===== src/rtl/dmem_port_arbiter_pkg.sv =====
// ============================================================================
// dmem_arb_pkg : shared types and constants for dmem_port_arbiter
// Revision     : 1.0
// ============================================================================
`default_nettype none

package dmem_arb_pkg;

    typedef enum logic [1:0] {
        IDLE = 2'd0,
        ACC1 = 2'd1,
        ACC2 = 2'd2,
        DONE = 2'd3
    } state_t;

    localparam logic SLOT1   = 1'b0;
    localparam logic SLOT2   = 1'b1;
    localparam int   STATS_W = 32;

endpackage

`default_nettype wire


===== src/rtl/dmem_port_arbiter_if.sv =====
// ============================================================================
// dmem_port_arbiter_if : core request pair, pipeline handshake and memory port
// Revision             : 1.0
// ============================================================================
`default_nettype none

interface dmem_port_arbiter_if #(
    parameter int ADDR_W = 64,
    parameter int DATA_W = 64
);
    logic              req1_valid;
    logic              req1_write;
    logic [ADDR_W-1:0] req1_addr;
    logic [DATA_W-1:0] req1_wdata;
    logic              req2_valid;
    logic              req2_write;
    logic [ADDR_W-1:0] req2_addr;
    logic [DATA_W-1:0] req2_wdata;
    logic              stall;
    logic              done;
    logic [DATA_W-1:0] rdata1;
    logic [DATA_W-1:0] rdata2;
    logic              mem_req;
    logic              mem_write;
    logic [ADDR_W-1:0] mem_addr;
    logic [DATA_W-1:0] mem_wdata;
    logic              mem_ack;
    logic [DATA_W-1:0] mem_rdata;

    // Arbiter side
    modport slave (
        input  req1_valid, req1_write, req1_addr, req1_wdata,
        input  req2_valid, req2_write, req2_addr, req2_wdata,
        input  mem_ack, mem_rdata,
        output stall, done, rdata1, rdata2,
        output mem_req, mem_write, mem_addr, mem_wdata
    );

    // Core / memory side
    modport master (
        output req1_valid, req1_write, req1_addr, req1_wdata,
        output req2_valid, req2_write, req2_addr, req2_wdata,
        output mem_ack, mem_rdata,
        input  stall, done, rdata1, rdata2,
        input  mem_req, mem_write, mem_addr, mem_wdata
    );
endinterface

`default_nettype wire


===== src/rtl/dmem_arb_slot_reg.sv =====
// ============================================================================
// dmem_arb_slot_reg : per-slot request latch and load-result register
// Revision          : 1.0
// ============================================================================
`default_nettype none

module dmem_arb_slot_reg #(
    parameter int ADDR_W = 64,
    parameter int DATA_W = 64
) (
    input  wire logic              clk,
    input  wire logic              rst,
    input  wire logic              capture,
    input  wire logic              in_valid,
    input  wire logic              in_write,
    input  wire logic [ADDR_W-1:0] in_addr,
    input  wire logic [DATA_W-1:0] in_wdata,
    input  wire logic              ack,
    input  wire logic [DATA_W-1:0] mem_rdata,
    output logic                   valid,
    output logic                   write,
    output logic [ADDR_W-1:0]      addr,
    output logic [DATA_W-1:0]      wdata,
    output logic [DATA_W-1:0]      rdata
);

    always_ff @(posedge clk or posedge rst) begin
        if (rst) begin
            valid <= 1'b0;
            write <= 1'b0;
            addr  <= '0;
            wdata <= '0;
            rdata <= '0;
        end else if (capture) begin
            valid <= in_valid;
            write <= in_write;
            addr  <= in_addr;
            wdata <= in_wdata;
            // An idle slot reports zero; a used slot keeps its old result until acked.
            if (!in_valid) begin
                rdata <= '0;
            end
        end else if (ack) begin
            rdata <= write ? '0 : mem_rdata;
        end
    end

endmodule

`default_nettype wire


===== src/rtl/dmem_port_arbiter.sv =====
// ============================================================================
// dmem_port_arbiter : serialises a dual-issue memory pair onto one memory port
// Optional macro    : DMEM_ARB_STATS_EN adds conflict_cnt / wait_cnt outputs
// Revision          : 1.0
// ============================================================================
`default_nettype none

module dmem_port_arbiter
    import dmem_arb_pkg::*;
#(
    parameter int ADDR_W = 64,
    parameter int DATA_W = 64
) (
    input  wire logic             CLOCK,
    input  wire logic             RESET,
    dmem_port_arbiter_if.slave    bus
`ifdef DMEM_ARB_STATS_EN
    ,
    output logic [STATS_W-1:0]    conflict_cnt,
    output logic [STATS_W-1:0]    wait_cnt
`endif
);

    state_t            state;
    state_t            state_nx;
    logic              capture;
    logic [1:0]        ack;
    logic [1:0]        slot_valid;
    logic [1:0]        slot_write;
    logic [ADDR_W-1:0] slot_addr  [2];
    logic [DATA_W-1:0] slot_wdata [2];
    logic [DATA_W-1:0] slot_rdata [2];

    dmem_arb_slot_reg #(.ADDR_W(ADDR_W), .DATA_W(DATA_W)) u_slot1 (
        .clk       (CLOCK),
        .rst       (RESET),
        .capture   (capture),
        .in_valid  (bus.req1_valid),
        .in_write  (bus.req1_write),
        .in_addr   (bus.req1_addr),
        .in_wdata  (bus.req1_wdata),
        .ack       (ack[SLOT1]),
        .mem_rdata (bus.mem_rdata),
        .valid     (slot_valid[SLOT1]),
        .write     (slot_write[SLOT1]),
        .addr      (slot_addr[SLOT1]),
        .wdata     (slot_wdata[SLOT1]),
        .rdata     (slot_rdata[SLOT1])
    );

    dmem_arb_slot_reg #(.ADDR_W(ADDR_W), .DATA_W(DATA_W)) u_slot2 (
        .clk       (CLOCK),
        .rst       (RESET),
        .capture   (capture),
        .in_valid  (bus.req2_valid),
        .in_write  (bus.req2_write),
        .in_addr   (bus.req2_addr),
        .in_wdata  (bus.req2_wdata),
        .ack       (ack[SLOT2]),
        .mem_rdata (bus.mem_rdata),
        .valid     (slot_valid[SLOT2]),
        .write     (slot_write[SLOT2]),
        .addr      (slot_addr[SLOT2]),
        .wdata     (slot_wdata[SLOT2]),
        .rdata     (slot_rdata[SLOT2])
    );

    always_ff @(posedge CLOCK or posedge RESET) begin
        if (RESET) begin
            state <= IDLE;
        end else begin
            state <= state_nx;
        end
    end

    always_comb begin
        state_nx      = state;
        capture       = 1'b0;
        ack           = 2'b00;
        bus.stall     = 1'b0;
        bus.done      = 1'b0;
        bus.mem_req   = 1'b0;
        bus.mem_write = 1'b0;
        bus.mem_addr  = '0;
        bus.mem_wdata = '0;
        case (state)
            IDLE: begin
                if (bus.req1_valid || bus.req2_valid) begin
                    capture   = 1'b1;
                    bus.stall = 1'b1;
                    state_nx  = bus.req1_valid ? ACC1 : ACC2;
                end
            end
            ACC1: begin
                bus.stall     = 1'b1;
                bus.mem_req   = 1'b1;
                bus.mem_write = slot_write[SLOT1];
                bus.mem_addr  = slot_addr[SLOT1];
                bus.mem_wdata = slot_wdata[SLOT1];
                if (bus.mem_ack) begin
                    ack[SLOT1] = 1'b1;
                    state_nx   = slot_valid[SLOT2] ? ACC2 : DONE;
                end
            end
            ACC2: begin
                bus.stall     = 1'b1;
                bus.mem_req   = 1'b1;
                bus.mem_write = slot_write[SLOT2];
                bus.mem_addr  = slot_addr[SLOT2];
                bus.mem_wdata = slot_wdata[SLOT2];
                if (bus.mem_ack) begin
                    ack[SLOT2] = 1'b1;
                    state_nx   = DONE;
                end
            end
            DONE: begin
                // Pipeline advances on this edge; new requests wait for IDLE.
                bus.done = 1'b1;
                state_nx = IDLE;
            end
            default: state_nx = IDLE;
        endcase
    end

    assign bus.rdata1 = slot_rdata[SLOT1];
    assign bus.rdata2 = slot_rdata[SLOT2];

`ifdef DMEM_ARB_STATS_EN
    always_ff @(posedge CLOCK or posedge RESET) begin
        if (RESET) begin
            conflict_cnt <= '0;
            wait_cnt     <= '0;
        end else begin
            if (capture && bus.req1_valid && bus.req2_valid && (conflict_cnt != '1)) begin
                conflict_cnt <= conflict_cnt + 1'b1;
            end
            if (bus.mem_req && !bus.mem_ack && (wait_cnt != '1)) begin
                wait_cnt <= wait_cnt + 1'b1;
            end
        end
    end
`endif

endmodule

`default_nettype wire


===== src/flat_wrapper.sv =====
// flat-port wrapper written by rule: the top's interface ports become plain ports
module dmem_port_arbiter_flat import dmem_arb_pkg::*;
#(
    parameter int ADDR_W = 64,
    parameter int DATA_W = 64
)
  (CLOCK, RESET, bus_req1_valid, bus_req1_write, bus_req1_addr, bus_req1_wdata, bus_req2_valid, bus_req2_write, bus_req2_addr, bus_req2_wdata, bus_mem_ack, bus_mem_rdata, bus_stall, bus_done, bus_rdata1, bus_rdata2, bus_mem_req, bus_mem_write, bus_mem_addr, bus_mem_wdata);
  dmem_port_arbiter_if #(.ADDR_W(ADDR_W), .DATA_W(DATA_W)) bus_i ();
  input  wire logic CLOCK;
  input  wire logic RESET;
  input wire logic [$bits(bus_i.req1_valid)-1:0] bus_req1_valid;
  input wire logic [$bits(bus_i.req1_write)-1:0] bus_req1_write;
  input wire logic [$bits(bus_i.req1_addr)-1:0] bus_req1_addr;
  input wire logic [$bits(bus_i.req1_wdata)-1:0] bus_req1_wdata;
  input wire logic [$bits(bus_i.req2_valid)-1:0] bus_req2_valid;
  input wire logic [$bits(bus_i.req2_write)-1:0] bus_req2_write;
  input wire logic [$bits(bus_i.req2_addr)-1:0] bus_req2_addr;
  input wire logic [$bits(bus_i.req2_wdata)-1:0] bus_req2_wdata;
  input wire logic [$bits(bus_i.mem_ack)-1:0] bus_mem_ack;
  input wire logic [$bits(bus_i.mem_rdata)-1:0] bus_mem_rdata;
  output wire logic [$bits(bus_i.stall)-1:0] bus_stall;
  output wire logic [$bits(bus_i.done)-1:0] bus_done;
  output wire logic [$bits(bus_i.rdata1)-1:0] bus_rdata1;
  output wire logic [$bits(bus_i.rdata2)-1:0] bus_rdata2;
  output wire logic [$bits(bus_i.mem_req)-1:0] bus_mem_req;
  output wire logic [$bits(bus_i.mem_write)-1:0] bus_mem_write;
  output wire logic [$bits(bus_i.mem_addr)-1:0] bus_mem_addr;
  output wire logic [$bits(bus_i.mem_wdata)-1:0] bus_mem_wdata;
  assign bus_i.req1_valid = bus_req1_valid;
  assign bus_i.req1_write = bus_req1_write;
  assign bus_i.req1_addr = bus_req1_addr;
  assign bus_i.req1_wdata = bus_req1_wdata;
  assign bus_i.req2_valid = bus_req2_valid;
  assign bus_i.req2_write = bus_req2_write;
  assign bus_i.req2_addr = bus_req2_addr;
  assign bus_i.req2_wdata = bus_req2_wdata;
  assign bus_i.mem_ack = bus_mem_ack;
  assign bus_i.mem_rdata = bus_mem_rdata;
  assign bus_stall = bus_i.stall;
  assign bus_done = bus_i.done;
  assign bus_rdata1 = bus_i.rdata1;
  assign bus_rdata2 = bus_i.rdata2;
  assign bus_mem_req = bus_i.mem_req;
  assign bus_mem_write = bus_i.mem_write;
  assign bus_mem_addr = bus_i.mem_addr;
  assign bus_mem_wdata = bus_i.mem_wdata;
  dmem_port_arbiter #(.ADDR_W(ADDR_W), .DATA_W(DATA_W)) u_core (.CLOCK(CLOCK), .RESET(RESET), .bus(bus_i));
endmodule

===== config.mk =====
export PLATFORM = sky130hd
export DESIGN_NAME = dmem_port_arbiter_flat
export DESIGN_NICKNAME = d
export VERILOG_FILES = /design/src/rtl/dmem_port_arbiter_pkg.sv /design/src/rtl/dmem_port_arbiter_if.sv /design/src/rtl/dmem_arb_slot_reg.sv /design/src/rtl/dmem_port_arbiter.sv /design/src/flat_wrapper.sv
export SDC_FILE = /design/constraint.sdc
export NUM_CORES = 1
export LEC_CHECK = 0
export BUFFER_PORTS_ARGS = -buffer_cell sky130_fd_sc_hd__buf_2
export CORE_ASPECT_RATIO = 0.9
export CORE_MARGIN = 1
export CORE_UTILIZATION = 30
export CTS_CLUSTER_DIAMETER = 150
export DETAILED_ROUTE_END_ITERATION = 8
export GPL_TIMING_DRIVEN = 1
export PLACE_DENSITY_LB_ADDON = 0.08
export SLEW_MARGIN = 20
export SYNTH_ARGS = -nofsm -noshare
export SYNTH_HDL_FRONTEND = slang
export SYNTH_HIERARCHICAL = 1
export SYNTH_SLANG_ARGS = --single-unit

===== constraint.sdc =====
create_clock -name CLOCK -period 6.9 [get_ports CLOCK]
set_input_delay 0.69 -clock CLOCK [delete_from_list [all_inputs] [get_ports CLOCK]]
set_output_delay 0.69 -clock CLOCK [all_outputs]
set_load 0.005 [all_outputs]

; ---- Word level (Yosys, flattened, before mapping)
; Cells that the tools add are included.
[totals]
regBits = 389
inputBits = 327
elab_cells = 51
[classes]
n_eq_ne = 8
mux = 25
reduce_logical = 8
[op_table]
columns = operator, n
row1 = 2-to-1 mux 64 bit, 8
row2 = one-hot mux 64 bit (2 select lines), 2
row3 = 2-to-1 mux 1 bit, 8
row4 = 2-to-1 mux 2 bit, 4
row5 = != test 2 bit (second input constant), 4
row6 = one-hot mux 2 bit (4 select lines), 1
row7 = == test 2 bit (second input constant), 2
row8 = one-hot mux 1 bit (2 select lines), 2
row9 = AND reduction 2 bit, 2
row10 = nonzero test 2 bit, 2
row11 = AND reduction 3 bit, 1
row12 = == test 2 x 1 -> 1 bit (second input constant), 1
row13 = logical NOT 2 bit, 1
row14 = != test 2 x 1 -> 1 bit (second input constant), 1
row15 = OR reduction 2 bit, 1
row16 = logical OR 1 bit, 1

; ---- Logic depth before layout (Yosys ltp)
; Gate-level depths: netlist (run 1).
[depth]
depth_word = 5
mapped_depth = 10
mapped_depth_nobuf = 5

; ---- Cells and area by module
; The synthesis (run 1) kept the hierarchy.
[by_module_without_submodules]
columns = module, n_inst, cells_per_inst, area_per_inst_um2
row1 = dmem_arb_slot_reg, 2, 573, 8874.8
row2 = dmem_port_arbiter, 1, 329, 2015.7

; ---- Worst setup path before layout (run 1)
; No wires, ideal clock.
[synth_path]
path_type = reg2out
startpoint = register u_core.state[0]
endpoint = output bus_mem_addr[0]
arrival_time_ns = 1.381
required_time_ns = 6.210
slack_ns = 4.829
stages_incl_launch_ff = 7
path_cell_list = dfrtp_1 inv_1 ha_1 inv_1 buf_4 clkbuf_1 nor2_1
[synth_between]
elab_chain_len = 2
word_cells_on_any_way = 3
cone_classes = 2 x eq/ne / 1 x mux
[synth_lines]
columns = element, line_no
row1 = from (decl), dmem_port_arbiter.sv:24  ; state_t state;
row2 = from (signal assigned), dmem_port_arbiter.sv:72  ; state <= state_nx;
row3 = == test 2 bit or == test 2 x 1 -> 1 bit (tied branches), dmem_port_arbiter.sv:86  ; case (state)
row4 = one-hot mux 64 bit (2 select lines) (*), dmem_port_arbiter.sv:86
row5 = to (decl), flat_wrapper.sv:27  ; output wire logic [$bits(bus_i.mem_addr)-1:0] bus_mem_addr;
; Every way passes the cells marked *; elsewhere a longest branch is shown, timed or not.

; ---- Worst setup path in the final report (run 1)
[layout_path]
startpoint = register u_core.state[1]
endpoint = output bus_mem_wdata[15]
[layout_between]
elab_chain_len = 2
word_cells_on_any_way = 3
cone_classes = 2 x eq/ne / 1 x mux
[layout_lines]
columns = element, line_no
row1 = == test 2 bit or == test 2 x 1 -> 1 bit (tied branches), dmem_port_arbiter.sv:86
row2 = one-hot mux 64 bit (2 select lines) (*), dmem_port_arbiter.sv:86
row3 = to (decl), flat_wrapper.sv:28  ; output wire logic [$bits(bus_i.mem_wdata)-1:0] bus_mem_wdata;
; Marked as above.

==> impl_metrics.json, run 1 <==
{
  "cts_setup_buffers": 0,
  "pin_count": 587,
  "clock_latency_ns": 0.57,
  "drt-pass1-iter-count": 5,
  "worst_slack_ns": 3.00,
  "yosys_warnings": 6,
  "syn-cell-area_um2": 19700,
  "place_ws_ns": 3.24,
  "cts_resized": 0,
  "postPlaceCellArea_um2": 22700,
  "finClkSkew_ns": 0.0232,
  "tns_ns": 0,
  "cp-start-kind": "flip-flop",
  "synth_cells": 1473,
  "layout-drive-gt1-share": 0.496,
  "syn-mean-instance-area_um2": 13.4,
  "p_leak_nw": 13.2,
  "cts_max_level": 2,
  "slew_headroom": 0.337,
  "fp.dieArea_um2": 66800,
  "wire_per_inst_um": 23.8,
  "crit_type": "reg2out",
  "worst_slew_pin_slew_ns": 0.992,
  "area_growth_pct": 23.1,
  "finalCritPeriodShare": 0.565,
  "coreArea_um2": 64500,
  "cts_root_buf": "clkbuf_16",
  "dp_cells": 2784,
  "first_global_vias": 15200,
  "fillers": 6455,
  "port_buffers": 586,
  "status": "finished clean",
  "postLayoutCoreUtil": 0.376,
  "rsz0062_at_grt": "no",
  "drtIter0Drc": 814,
  "cp.required_ns": 6.21,
  "synth_nets": 1806,
  "ant_nets": 0,
  "hold_buffers": 0,
  "cts_buffer_depth": 3,
  "fin_nets": 2312,
  "die_h_um": 245,
  "dp_hpwl_mm": 43.9,
  "cts_made_buffers": 47,
  "clk_pin_slew_ns": 0.06,
  "grt_usage": 0.200,
  "fmax_mhz": 257,
  "fin_crit_ns": 3.90,
  "power_mw": 11.9,
  "rows": 88,
  "final_cell_area_um2": 24300,
  "stdcell_count": 2881,
  "setup_viol": 0,
  "power_density_nw_per_um2": 489,
  "drcViolationCount": 0,
  "antenna_found_initial": 27,
  "gp_congestion": 0.825,
  "grt_pass1_wl_mm": 102,
  "max_cap_viol_count": 0,
  "routed-via-count": 14400,
  "grt-ovfl-total": 0,
  "initial_core_util": 0.306,
  "min_path_type": "in2async",
  "ir_worst_vdd_v": 0.000262,
  "arrival_ns": 3.21,
  "worstPathMaxFanout": 54,
  "wirelength_mm": 68.4,
  "final-hold-violation-count": 0,
  "cts_tree": "done",
  "hold_slack_ns": 0.0842,
  "grt_max_degree": 140,
  "die_w_um": 272,
  "via_per_inst": 5.01,
  "end_kind": "output pin",
  "finalMaxSlewViolations": 0,
  "cts.sinks": 389
}
## per-layer routing
layer,global-route usage,vias up,wire (um)
li1,-,6551,-
met1,0.255,7343,28700
met2,0.321,408,32800
met3,0.0686,97,5590
met4,0.0539,26,1200
met5,0,-,161
## power by group
group,internal (mW),switching [mW],total (mW),leakage (nW)
Clock,1.46,1.01,2.48,0.759
Combinational,2.67,2.77,5.45,7.61
Sequential,3.34,0.614,3.96,4.79
Total,7.48,4.40,11.9,13.2
## critical path, cell delays in order (launching register included)
cell and delay [ns]:
dfrtp_1 0.45, inv_1 0.18, ha_4 0.65, buf_4 0.69, a22oi_1 0.16, nor2_1 0.24
buf_2 0.17
## cell type report
cell class,instances,area [um2],area share
Clock inverter,15,139,0.00572
Sequential cell,389,9740,0.401
Multi-Input combinational cell,924,8710,0.359
Antenna cell,13,32.5,0.00134
Inverter,7,43.8,0.00180
Tap cell,855,1070,0.0441
Clock buffer,68,1390,0.0570
Timing Repair Buffer,610,3170,0.131
## worst paths after layout
path / to / startpoint / slack [ns] / depth (start not counted)
min: u_core/state[0] / RESET / 0.08 / 2
max: bus_mem_wdata[15] / u_core/state[1] / 3.00 / 6
max reg2reg: u_core/u_slot1/wdata[29] / u_core/state[0] / 3.80 / 5
min reg2reg: u_core/u_slot1/rdata[33] / u_core/u_slot1/rdata[33] / 0.50 / 1
min in group CLOCK: u_core/u_slot1/wdata[10] / bus_req1_wdata[10] / 0.34 / 2
max in group asynchronous: u_core/u_slot1/wdata[59] / RESET / 5.04 / 4
## layout by cell type (no fill, tap or decap), types with 2 or more instances in the layout
| cell type | count |
|---|---|
| a211o_1 | 128 |
| a21oi_1 | 2 |
| a22oi_1 | 129 |
| and2_2 | 2 |
| and3_1 | 128 |
| and4bb_1 | 20 |
| and4bb_2 | 40 |
| buf_12 | 3 |
| buf_2 | 586 |
| buf_4 | 20 |
| bufinv_16 | 2 |
| clkbuf_1 | 8 |
| clkbuf_16 | 47 |
| clkbuf_8 | 13 |
| clkinv_2 | 9 |
| dfrtp_1 | 387 |
| dfrtp_2 | 2 |
| diode_2 | 13 |
| ha_1 | 4 |
| ha_4 | 2 |
| inv_1 | 4 |
| inv_6 | 3 |
| inv_8 | 2 |
| mux2_2 | 60 |
| mux2_4 | 199 |
| nor2_1 | 133 |
| nor2_4 | 3 |
| nor4bb_1 | 68 |
## flip-flops by register name (all words and copies together) (netlist names)
register              flops
u_core/u_slot2/addr      64
u_core/u_slot2/rdata     64
u_core/state              2
u_core/u_slot2/valid      1
u_core/u_slot2/wdata     64
u_core/u_slot1/addr      64
u_core/u_slot1/rdata     64
u_core/u_slot1/wdata     64
u_core/u_slot2/write      1
u_core/u_slot1/write      1
Note: power is estimated with default switching activity, not from simulation.
==> inputs of run 2 (changes only) <==
clock period = 3.2 ns   (was 6.9 ns; I/O delays follow)
==> impl_metrics.json, run 2 (synthesized netlist as in run 1, its figures left out) <==
{
  "rsz0062_at_grt": "no",
  "cts_tree": "done",
  "finalCritPeriodShare": 0.963,
  "initial_core_util": 0.306,
  "wire_per_inst_um": 22.2,
  "wirelength_mm": 69.7,
  "final-hold-violation-count": 0,
  "routed-via-count": 15500,
  "max_stage_delay_ns": 0.45,
  "via_per_inst": 4.95,
  "min_path_type": "in2reg",
  "finalMaxSlewViolations": 0,
  "final_cell_mix": "586 x buf_2, 387 x dfrtp_1, 259 x dlygate4sd3_1, 199 x mux2_4, 133 x nor2_1",
  "status": "finished clean",
  "cts_made_buffers": 46,
  "area_growth_pct": 37.0,
  "finClkSkew_ns": 0.0168,
  "max_cap_viol_count": 0,
  "multi_input_area_um2": 8710,
  "grt_usage": 0.201,
  "clock_latency_ns": 0.57,
  "path_cells": "inv_1 -> ha_4 -> buf_12 -> a22oi_1 -> nor2_1 -> buf_2",
  "cp-startpoint": "u_core/state[1]",
  "fmax_mhz": 325,
  "crit_path_end": "bus_mem_wdata[21]",
  "p_leak_nw": 14.3,
  "fillers": 6195,
  "setup_viol": 0,
  "crit_family": "buffers and inverters",
  "drcViolationCount": 0,
  "grt_max_degree": 227,
  "coreArea_um2": 64500,
  "die_h_um": 245,
  "r2r_setup_slack_ns": 0.61,
  "fin_nets": 2582,
  "end_kind": "output pin",
  "power_density_nw_per_um2": 961,
  "fin_crit_ns": 3.08,
  "grt_pass1_wl_mm": 105,
  "cts_root_buf": "clkbuf_16",
  "worstPathMaxFanout": 131,
  "slew_headroom": 0.273,
  "r2r_end": "u_core/u_slot1/rdata[32]",
  "cp.depth": 6,
  "arrival_ns": 2.76,
  "postLayoutCoreUtil": 0.419,
  "ff2ff_path_depth": 6,
  "power_mw": 26.0,
  "first_global_vias": 16400,
  "pin_count": 587,
  "cp.required_ns": 2.88,
  "cts_buffer_depth": 3,
  "tns_ns": 0,
  "ir_worst_vdd_v": 0.000735,
  "crit_buf_inv": 3,
  "die_w_um": 272,
  "rows": 88,
  "cts_max_level": 2,
  "cp-start-kind": "flip-flop",
  "cts.sinks": 389,
  "drtIter0Drc": 842,
  "register_area_um2": 9740,
  "reg2reg_from": "u_core/state[0]",
  "ant_nets": 0,
  "drt-pass1-iter-count": 5,
  "layout_commonest_cell": "buf_2",
  "layout-drive-gt1-share": 0.439,
  "clk_pin_slew_ns": 0.06,
  "slowest_stage": "buf_12",
  "port_buffers": 586,
  "dp_hpwl_mm": 44.3,
  "grt-ovfl-total": 0,
  "antenna_found_initial": 12,
  "crit_type": "reg2out",
  "worst_slew_pin_slew_ns": 1.09,
  "fp.dieArea_um2": 66800,
  "gp_congestion": 0.791,
  "cts_setup_buffers": 0
}
==> run 2: changes by cell type in the layout (fill, tap and decap cells not counted), sizes merged <==
| cell | delta |
|---|---|
| inv | -5 |
| bufinv | -1 |
| dlygate4sd3 | +259 |
| clkbuf | +5 |
| diode | -10 |
| clkinvlp | +1 |
| clkinv | -4 |
| buf | +12 |
==> run 2: cell type report <==
cell class              count  area share
inverters                   7     0.00153
flip-flops and latches    389       0.360
repair buffers            881       0.222
multi-input cells         924       0.322
clock buffers              73      0.0520
diodes                      3    0.000278
well taps                 855      0.0396
clock inverters             6     0.00204
==> run 2: worst min path at each step <==
| stage | from | endpoint | slack [ns] | depth (start not counted) |
|---|---|---|---|---|
| CTS | bus_mem_ack | u_core/state[1] | 0.06 | 3 |
| detailed placement | RESET | u_core/state[0] | 0.24 | 2 |
| global route | bus_mem_ack | u_core/state[1] | 0.09 | 3 |
| finish | bus_mem_ack | u_core/state[1] | 0.1 | 3 |
| global placement | RESET | u_core/state[0] | 0.23 | 2 |
| floorplan | RESET | u_core/state[0] | 0.06 | 1 |
==> run 2: tightest hold or removal path: stages <==
cell	delay, ns
buf_2	0.11
o2bb2ai_2	0.08
mux2i_1	0.11
==> run 2: through the flow <==
stage	cell area, um2	worst slack, ns	std cells	hold WS (ns)
4_1_cts	27000	0.0707	3135	0.0589
6_report	27000	0.119	3138	0.0956
3_3_place_gp	23000	0.597	2797	0.235
2_1_floorplan	19700	0.376	1473	0.0612
3_5_place_dp	23000	0.552	2797	0.237
5_1_grt	27000	0.0434	3137	0.0933
==> run 2: routing by layer <==
layer  up-vias  GRT usage  wire (um)  share of wire
met5         -          0        122         0.0017
met4        18     0.0535       1500          0.022
met3       102     0.0518       4360          0.063
met2       418      0.324      32900           0.47
met1      7910      0.267      30800           0.44
li1       7073          -          -              -
==> run 2: power by group <==
group          total, mW  switching, mW  internal (mW)
Clock               5.18           2.11           3.07
Combinational       12.2           6.00           6.16
Sequential          8.63           1.42           7.21
==> run 2: repair_timing <==
item / 4_1_cts / 5_1_grt
pin swaps: 0 / 0
gates resized for setup: 1 / 3
endpoints found under the hold margin: 260 / 0
hold buffers: 259 / 0
endpoints found under the setup margin: 2 / 1
==> inputs of run 3 (changes only) <==
==> constraint.sdc (replaced) <==
create_clock -name CLOCK -period 3.2 [get_ports CLOCK]
set_input_delay 0.16 -clock CLOCK [delete_from_list [all_inputs] [get_ports CLOCK]]
set_output_delay 0.16 -clock CLOCK [all_outputs]
set_load 0.005 [all_outputs]
==> impl_metrics.json, run 3 (synthesized netlist as in run 1, its figures left out) <==
{
  "die_w_um": 272,
  "fp.dieArea_um2": 66800,
  "clock_latency_ns": 0.58,
  "worst_slew_pin_slew_ns": 1.06,
  "ant_nets": 0,
  "hold_buffers": 290,
  "layout_commonest_cell": "buf_2",
  "cp-startpoint": "u_core/state[1]",
  "max_stage_delay_ns": 0.53,
  "drtIter0Drc": 783,
  "final_cell_mix": "586 x buf_2, 387 x dfrtp_1, 290 x dlygate4sd3_1, 199 x mux2_4, 133 x nor2_1",
  "die_h_um": 245,
  "path_cells": "inv_1 -> ha_4 -> buf_12 -> a22oi_1 -> nor2_1 -> buf_2",
  "finClkSkew_ns": 0.0155,
  "min_path_type": "in2reg",
  "setup_viol": 0,
  "end_kind": "output pin",
  "wire_per_inst_um": 22.1,
  "ff2ff_path_depth": 6,
  "cts_max_level": 2,
  "max_cap_viol_count": 0,
  "crit_path_end": "bus_mem_addr[27]",
  "via_per_inst": 4.89,
  "reg2reg_from": "u_core/state[0]",
  "cts_buffer_depth": 3,
  "dp_hpwl_mm": 45.2,
  "cp-start-kind": "flip-flop",
  "final_cell_area_um2": 27400,
  "worst_slack_ns": 0.292,
  "ir_worst_vdd_v": 0.000641,
  "slew_headroom": 0.290,
  "final-hold-violation-count": 0,
  "drt-pass1-iter-count": 7,
  "area_growth_pct": 39.0,
  "place_ws_ns": 0.777,
  "cts_root_buf": "clkbuf_16",
  "power_density_nw_per_um2": 957,
  "r2r_end": "u_core/u_slot2/wdata[22]",
  "cts_tree": "done",
  "port_buffers": 586,
  "cts_setup_buffers": 0,
  "postPlaceCellArea_um2": 23000,
  "p_switching_mw": 9.70,
  "combPwrFrac": 0.462,
  "grt_usage": 0.205,
  "p_leak_nw": 14.5,
  "p_int_mw": 16.5,
  "finalCritPeriodShare": 0.909,
  "seqPwrFrac": 0.333,
  "coreArea_um2": 64500,
  "fin_crit_ns": 2.91,
  "cts_resized": 0,
  "routed-via-count": 15600,
  "clk_pin_slew_ns": 0.06,
  "cp.required_ns": 3.04,
  "fmax_mhz": 344,
  "tns_ns": 0,
  "cts.sinks": 389,
  "finalMaxSlewViolations": 0,
  "r2r_setup_slack_ns": 0.78,
  "rows": 88,
  "worstPathMaxFanout": 82,
  "pwr-share-clk": 0.205,
  "register_area_um2": 9740,
  "multi_input_area_um2": 8710,
  "wirelength_mm": 70.4,
  "rsz0062_at_grt": "no",
  "initial_core_util": 0.306,
  "drcViolationCount": 0,
  "grt_pass1_wl_mm": 106,
  "antenna_found_initial": 11,
  "layout-drive-gt1-share": 0.437,
  "crit_type": "reg2out",
  "pin_count": 587,
  "crit_buf_inv": 3,
  "cp.depth": 6,
  "cts_made_buffers": 47,
  "slowest_stage": "ha_4",
  "grt-ovfl-total": 0,
  "grt_max_degree": 127,
  "switching_share": 0.370,
  "first_global_vias": 16700,
  "gp_congestion": 0.809,
  "status": "finished clean",
  "arrival_ns": 2.75,
  "fillers": 6231,
  "crit_family": "buffers and inverters",
  "fin_nets": 2616
}
[run 3: cell count changes in the layout (fill, tap and decap cells not counted), moves of 2 or more]
cell,delta
clkinvlp_4,+2
clkbuf_8,+7
inv_6,+3
dlygate4sd3_1,+31
buf_4,+3
clkbuf_1,-5
clkbuf_16,-2
clkinv_2,+4
diode_2,+4
[run 3: layout make-up]
type	count	share of cell area
Antenna cell	7	0.000639
Clock buffer	73	0.0523
Clock inverter	15	0.00424
Inverter	7	0.00132
Multi-Input combinational cell	924	0.317
Sequential cell	389	0.355
Tap cell	855	0.0390
Timing Repair Buffer	914	0.230
[run 3: layer usage]
layer / vias up / wire length, um / track usage
li1: 7168 / - / -
met5: - / 49 / 0
met4: 8 / 1550 / 0.0572
met1: 7878 / 30900 / 0.269
met3: 99 / 4330 / 0.0525
met2: 414 / 33600 / 0.333
[run 3: how the worst min path moves through the flow]
stage                           start                       end  depth (start not counted)
floorplan                       RESET           u_core/state[0]                          1
global placement                RESET           u_core/state[0]                          2
detailed placement              RESET           u_core/state[0]                          2
CTS                 bus_mem_rdata[63]  u_core/u_slot2/rdata[63]                          3
global route        bus_mem_rdata[12]  u_core/u_slot2/rdata[12]                          3
finish              bus_mem_rdata[63]  u_core/u_slot2/rdata[63]                          3
[run 3: worst register-to-register path, delay by kind of cell (launching register included)]
family / cells / cell delay, ns
DFF: 1 / 0.44
buffers and inverters: 3 / 0.83
muxes: 1 / 0.47
AOI/OAI and AO/OA: 1 / 0.32
adders and majority gates: 1 / 0.25
[run 3: power groups by stage]
| stage | Combinational (mW) | Clock [mW] | Sequential (mW) |
|---|---|---|---|
| floorplan | 8.83 | 0 | 8.32 |
| global placement | 11.9 | 0 | 8.69 |
| detailed placement | 11.9 | 0 | 8.79 |
| CTS | 12.3 | 5.56 | 8.72 |
| global route | 13.1 | 5.76 | 9.03 |
| finish | 12.1 | 5.37 | 8.73 |
[run 3: metrics by stage]
step | hold slack (ns) | instances | power, mW | util
floorplan | -0.0988 | 1473 | 17.2 | -
global placement | 0.0910 | 2799 | 20.5 | 0.356
detailed placement | 0.0885 | 2799 | 20.7 | 0.356
CTS | 0.0106 | 3177 | 26.6 | 0.425
global route | 0.0547 | 3183 | 27.9 | 0.425
finish | 0.0574 | 3184 | 26.2 | 0.425
